[src/rtl/w_194_seq_pkg.sv]
// Shared encodings for the W_74HC194 command sequencer: command ops, register
// modes, FSM states and small decode helpers.
package w_194_pkg;

  typedef enum logic [1:0] {
    OP_HOLD = 2'b00,
    OP_SHR  = 2'b01,
    OP_SHL  = 2'b10,
    OP_LOAD = 2'b11
  } op_e;

  localparam logic [1:0] S_HOLD = 2'b00;
  localparam logic [1:0] S_SHR  = 2'b01;
  localparam logic [1:0] S_SHL  = 2'b10;
  localparam logic [1:0] S_LOAD = 2'b11;

  typedef enum logic {
    IDLE = 1'b0,
    RUN  = 1'b1
  } state_e;

  function automatic logic [1:0] mode_of(input op_e op);
    case (op)
      OP_SHR:  return S_SHR;
      OP_SHL:  return S_SHL;
      OP_LOAD: return S_LOAD;
      default: return S_HOLD;
    endcase
  endfunction

  // d[0] feeds right shifts, d[1] feeds left shifts; the unused input stays 0.
  function automatic logic [1:0] serial_of(input op_e op, input logic bit_v);
    case (op)
      OP_SHR:  return {1'b0, bit_v};
      OP_SHL:  return {bit_v, 1'b0};
      default: return 2'b00;
    endcase
  endfunction

endpackage

[src/rtl/w_194_seq_if.sv]
// Command handshake bundle between a command source and the w_194_seq sequencer.
interface w_194_seq_if #(
  parameter int unsigned CNT_W = 3
) ();
  import w_194_pkg::*;

  logic             cmd_valid;
  logic             cmd_ready;
  op_e              cmd_op;
  logic [CNT_W-1:0] cmd_cnt;
  logic [3:0]       cmd_data;

  modport master (
    output cmd_valid, cmd_op, cmd_cnt, cmd_data,
    input  cmd_ready
  );

  modport slave (
    input  cmd_valid, cmd_op, cmd_cnt, cmd_data,
    output cmd_ready
  );
endinterface

[src/rtl/w_194_seq.sv]
// Expands one LOAD / SHR / SHL / HOLD command at a time into the per-cycle
// s / d / par stream consumed by a downstream W_74HC194 on the same clock.
module w_194_seq
  import w_194_pkg::*;
#(
  parameter int unsigned CNT_W = 3
) (
  input  logic        clk,
  input  logic        mr,
  w_194_seq_if.slave  cmd,
  output logic [1:0]  s,
  output logic [1:0]  d,
  output logic [3:0]  par,
  output logic        busy,
  output logic        done
);

  state_e           state, state_n;
  op_e              op_q, op_n;
  logic [CNT_W-1:0] cnt_q, cnt_n;
  logic [CNT_W-1:0] step, step_n;
  logic [CNT_W-1:0] step_nx;
  logic [1:0]       idx_nx;
  logic [3:0]       data_q, data_n;
  logic [1:0]       s_n, d_n;
  logic [3:0]       par_n;
  logic             busy_n, done_n;
  logic             xfer;

  // A registered done while IDLE only happens in the N=0 acknowledge cycle.
  assign cmd.cmd_ready = mr && (state == IDLE) && !done;
  assign xfer          = cmd.cmd_valid && cmd.cmd_ready;
  assign step_nx       = step + CNT_W'(1);
  assign idx_nx        = 2'(step_nx);

  always_comb begin
    state_n = state;
    op_n    = op_q;
    cnt_n   = cnt_q;
    data_n  = data_q;
    step_n  = step;
    s_n     = S_HOLD;
    d_n     = '0;
    par_n   = par;
    busy_n  = 1'b0;
    done_n  = 1'b0;

    case (state)
      IDLE: begin
        if (xfer) begin
          op_n   = cmd.cmd_op;
          cnt_n  = cmd.cmd_cnt;
          data_n = cmd.cmd_data;
          step_n = '0;
          if (cmd.cmd_op == OP_LOAD) begin
            state_n = RUN;
            s_n     = S_LOAD;
            par_n   = cmd.cmd_data;
            busy_n  = 1'b1;
            done_n  = 1'b1;
          end else if (cmd.cmd_cnt == '0) begin
            done_n  = 1'b1;
          end else begin
            state_n = RUN;
            s_n     = mode_of(cmd.cmd_op);
            d_n     = serial_of(cmd.cmd_op, cmd.cmd_data[0]);
            busy_n  = 1'b1;
            done_n  = (cmd.cmd_cnt == CNT_W'(1));
          end
        end
      end
      RUN: begin
        // done marks the step currently on the outputs as the last one.
        if (done) begin
          state_n = IDLE;
          step_n  = '0;
        end else begin
          step_n = step_nx;
          s_n    = s;
          d_n    = serial_of(op_q, data_q[idx_nx]);
          busy_n = 1'b1;
          done_n = (step_nx == (cnt_q - CNT_W'(1)));
        end
      end
      default: state_n = IDLE;
    endcase
  end

  always_ff @(posedge clk) begin
    if (!mr) begin
      state  <= IDLE;
      op_q   <= OP_HOLD;
      cnt_q  <= '0;
      data_q <= '0;
      step   <= '0;
      s      <= S_HOLD;
      d      <= '0;
      par    <= '0;
      busy   <= 1'b0;
      done   <= 1'b0;
    end else begin
      state  <= state_n;
      op_q   <= op_n;
      cnt_q  <= cnt_n;
      data_q <= data_n;
      step   <= step_n;
      s      <= s_n;
      d      <= d_n;
      par    <= par_n;
      busy   <= busy_n;
      done   <= done_n;
    end
  end

endmodule

[src/flat_wrapper.sv]
// flat-port wrapper written by rule: the top's interface ports become plain ports
module w_194_seq_flat import w_194_pkg::*;
#(
  parameter int unsigned CNT_W = 3
)
  (clk, mr, s, d, par, busy, done, cmd_cmd_valid, cmd_cmd_op, cmd_cmd_cnt, cmd_cmd_data, cmd_cmd_ready);
  w_194_seq_if #(.CNT_W(CNT_W)) cmd_i ();
  input  logic clk;
  input  logic mr;
  output logic [1:0] s;
  output logic [1:0] d;
  output logic [3:0] par;
  output logic busy;
  output logic done;
  input wire logic [$bits(cmd_i.cmd_valid)-1:0] cmd_cmd_valid;
  input wire logic [$bits(cmd_i.cmd_op)-1:0] cmd_cmd_op;
  input wire logic [$bits(cmd_i.cmd_cnt)-1:0] cmd_cmd_cnt;
  input wire logic [$bits(cmd_i.cmd_data)-1:0] cmd_cmd_data;
  output wire logic [$bits(cmd_i.cmd_ready)-1:0] cmd_cmd_ready;
  assign cmd_i.cmd_valid = cmd_cmd_valid;
  assign cmd_i.cmd_op = cmd_cmd_op;
  assign cmd_i.cmd_cnt = cmd_cmd_cnt;
  assign cmd_i.cmd_data = cmd_cmd_data;
  assign cmd_cmd_ready = cmd_i.cmd_ready;
  w_194_seq #(.CNT_W(CNT_W)) u_core (.clk(clk), .mr(mr), .cmd(cmd_i), .s(s), .d(d), .par(par), .busy(busy), .done(done));
endmodule
[config.mk]
export PLATFORM = sky130hd
export DESIGN_NAME = w_194_seq_flat
export DESIGN_NICKNAME = d
export VERILOG_FILES = /design/src/rtl/w_194_seq_pkg.sv /design/src/rtl/w_194_seq_if.sv /design/src/rtl/w_194_seq.sv /design/src/flat_wrapper.sv
export SDC_FILE = /design/constraint.sdc
export NUM_CORES = 1
export LEC_CHECK = 0
export ABC_AREA = 1
export BUFFER_PORTS_ARGS = -buffer_cell sky130_fd_sc_hd__buf_2
export CAP_MARGIN = 20
export CORE_UTILIZATION = 57
export CTS_CLUSTER_SIZE = 12
export DETAILED_ROUTE_END_ITERATION = 12
export MAX_ROUTING_LAYER = met4
export PLACE_DENSITY_LB_ADDON = 0.2
export SYNTH_ARGS = -nofsm -noshare
export SYNTH_HDL_FRONTEND = slang
export SYNTH_SLANG_ARGS = --single-unit
[constraint.sdc]
create_clock -name clk -period 3.48 [get_ports clk]
set_clock_uncertainty 0.1 [all_clocks]
set_input_delay 0.174 -clock clk [delete_from_list [all_inputs] [get_ports clk]]
set_output_delay 0.174 -clock clk [all_outputs]
set_load 0.05 [all_outputs]
==> metrics <==
status=finished clean; number of synthesis warnings=0; Final Cycle Share=44.8%; Mapped Cells=165; Async SR Flop Fraction=0%; HPWL Detailed=1850 um; Synth Cell Area=approximately 0.0012 sq mm; antenna violations before repair=0; clock share of power=22.8%; DIE HEIGHT=47.4 um; RSZ-0062 raised after global routing=no; Seq pwr share=55.1%; Syn Nets=around 180; Max transition margin=75.0%; max incr delay on CP=0.37 ns; vias per inst=4.97; Critical Path Fanout Max=6; Residual DRC=0; Synth area leader=dfxtp_1; sequential area share after synthesis=37.5%; setup bufs post-CTS=0; clk sinks=22; num rows=16; # hold bufs at CTS=0; total grt overflow=0; Post-synth EDFFs=0; Routed WL=roughly 2400 um; initial core utilization=60.5%; synthesized flop and latch total=22; GP Congestion=0.842; Setup WS post-layout=between 1.5 and 2 ns; CTS max path bufs=2; Avg Cell Area, Syn=7.12 sq um; port bufs=22; leakage power=0.665 nW; largest cells by area after synthesis=dfxtp_1 37%, nand2_1 14%, inv_1 8.0%, ha_1 7.5%, a21oi_1 6.4%; vias=1064; top_reg_cell synth=dfxtp_1; IO Pins=23; VDD IR max=roughly 0.00040 V; Initial DRC Count=11; Layout Area Growth over Synthesis=11.6%; clk_lat worst skew=approximately 0.30 ns; Worst Path Arrival=1.28 ns; CTS tree=done; Core Region=0.00194 sq mm; crit path time final=about 1.6 ns; Clk Tree Root Cell=clkbuf_4; DRT antenna net count=0; fin. max-slew vios=0; Post-Route Setup TNS=0 ns; H-tree depth=1; max-cap violation count=0; pwr dens=379 mW/mm^2; Crit Path Category=flip-flop to output port; crit path cell chain=inv_2 > nand3_4 > inv_1 > buf_2; area share of the largest cell type after synthesis=37.5%; synth cell count leaders=45 x nand2_1, 25 x inv_1, 22 x dfxtp_1, 19 x nor2_1, 15 x a21oi_1; fin util=67.5%; Cell variety after synth=21; hold slack=0.0162 ns; layout net count=208; clk slew on worst S/H paths=0.12 ns; logic gate share of total power=22.1%; Die X=roughly 47 um; Top Family by Delay on Critical Path=buffers and inverters; CTS Buf Count=3; n_diodes=0; total track usage=25.4%; Psw=between 0.00015 and 0.0002 W; drt first pass iters=4; Worst Setup End Kind=output port; pin count of the biggest net entering global routing=18; fmax=0.641 GHz; CP startpoint kind=flip-flop; die area=0.00225 sq mm; HP Class=input port to flip-flop; post-CTS sizing=0; final setup violation count=0; cell-internal power=roughly 0.00034 W; pre-CTS worst setup slack=approximately 2.1 ns; vias in the first global route=907; share of layout cells above drive strength 1=17.1%; most common cell in the synthesized netlist=nand2_1; Least-Margin Pin Slew=roughly 0.37 ns; worst path bufs/invs=3; global-route wire length before repair=3770 um; Worst EP required=3.21 ns; CP max-delay cell=dfxtp_1; Sw Share=between 30% and 40%; wire length per cell=11.1 um; final hold violations=0
-- cell families (layout without fill, tap and decap cells) --
family | Yosys count | in the layout | share of synthesized area [%]
AO/OA/AOI/OAI | 27 | 27 | 11.5
flip-flops | 22 | 22 | 37.5
adder cells (fa/ha/maj) | 7 | 7 | 7.45
XOR/XNOR | 1 | 1 | 0.746
AND/OR/NAND/NOR | 78 | 78 | 31.6
buffers and inverters | 30 | 52 | 11.2
-- layout make-up --
| class | count | area [sq um] |
|---|---|---|
| fillers | 195 | 631 |
| multi-input cells | 113 | 603 |
| flip-flops and latches | 22 | 440 |
| repair buffers | 22 | 110 |
| inverters | 27 | 101 |
| well taps | 27 | 33.8 |
| clock buffers | 3 | 22.5 |
-- tightest hold or removal path: cells and delay by family --
family,cells,cell delay (ns)
and+or+nand+nor,2,0.12
buffers and inverters,1,0.09
-- routing by layer --
layer	track usage (%)	up-vias	share of wire [%]
met3	3.46	4	2.5
met4	9.14	0	1.1
met2	44.9	15	52
met5	-	-	0
li1	-	565	-
met1	28.6	480	45
-- placed cells by master (no fill, tap or decap), drive strengths merged --
master / instances
nand2: 46
inv: 27
nand3b: 2
a21oi: 15
xnor2: 1
nor3: 2
dfxtp: 22
clkbuf: 3
nand3: 6
nand4: 1
o21ai: 12
ha: 7
nor2: 21
buf: 22
-- final timing paths --
kind / start / end / slack (ns) / cells after the start
setup reg to reg: u_core.busy / u_core.par[1] / 2.02 / 6
hold / removal: cmd_cmd_data[2] / u_core.par[2] / 0.02 / 3
hold reg to reg: u_core.cnt_q[1] / u_core.cnt_q[1] / 0.37 / 2
setup / recovery: u_core.busy / cmd_cmd_ready / 1.92 / 4
-- per-stage QoR --
step                      area, sq um  std cells  total power [W]
after floorplan                  1170        165         0.000364
after global placement           1290        211         0.000386
after detailed placement         1290        211         0.000390
after CTS                        1310        214         0.000500
after global routing             1310        214         0.000525
final                            1310        214         0.000497
-- registers in the layout, summed over array words and instances (netlist names) --
name           cells
u_core.op_q        2
u_core.d           2
u_core.par         4
u_core.busy        1
u_core.s           2
u_core.done        1
u_core.cnt_q       3
u_core.step        3
u_core.data_q      4
-- power by group through the flow --
stage	registers [W]	clock network, W	logic [W]
after floorplan	0.000292	0	0.0000718
after global placement	0.000279	0	0.000107
after detailed placement	0.000280	0	0.000110
after CTS	0.000274	0.000115	0.000110
after global routing	0.000275	0.000126	0.000123
final	0.000274	0.000114	0.000110
Power figures use the tool's default switching activity.
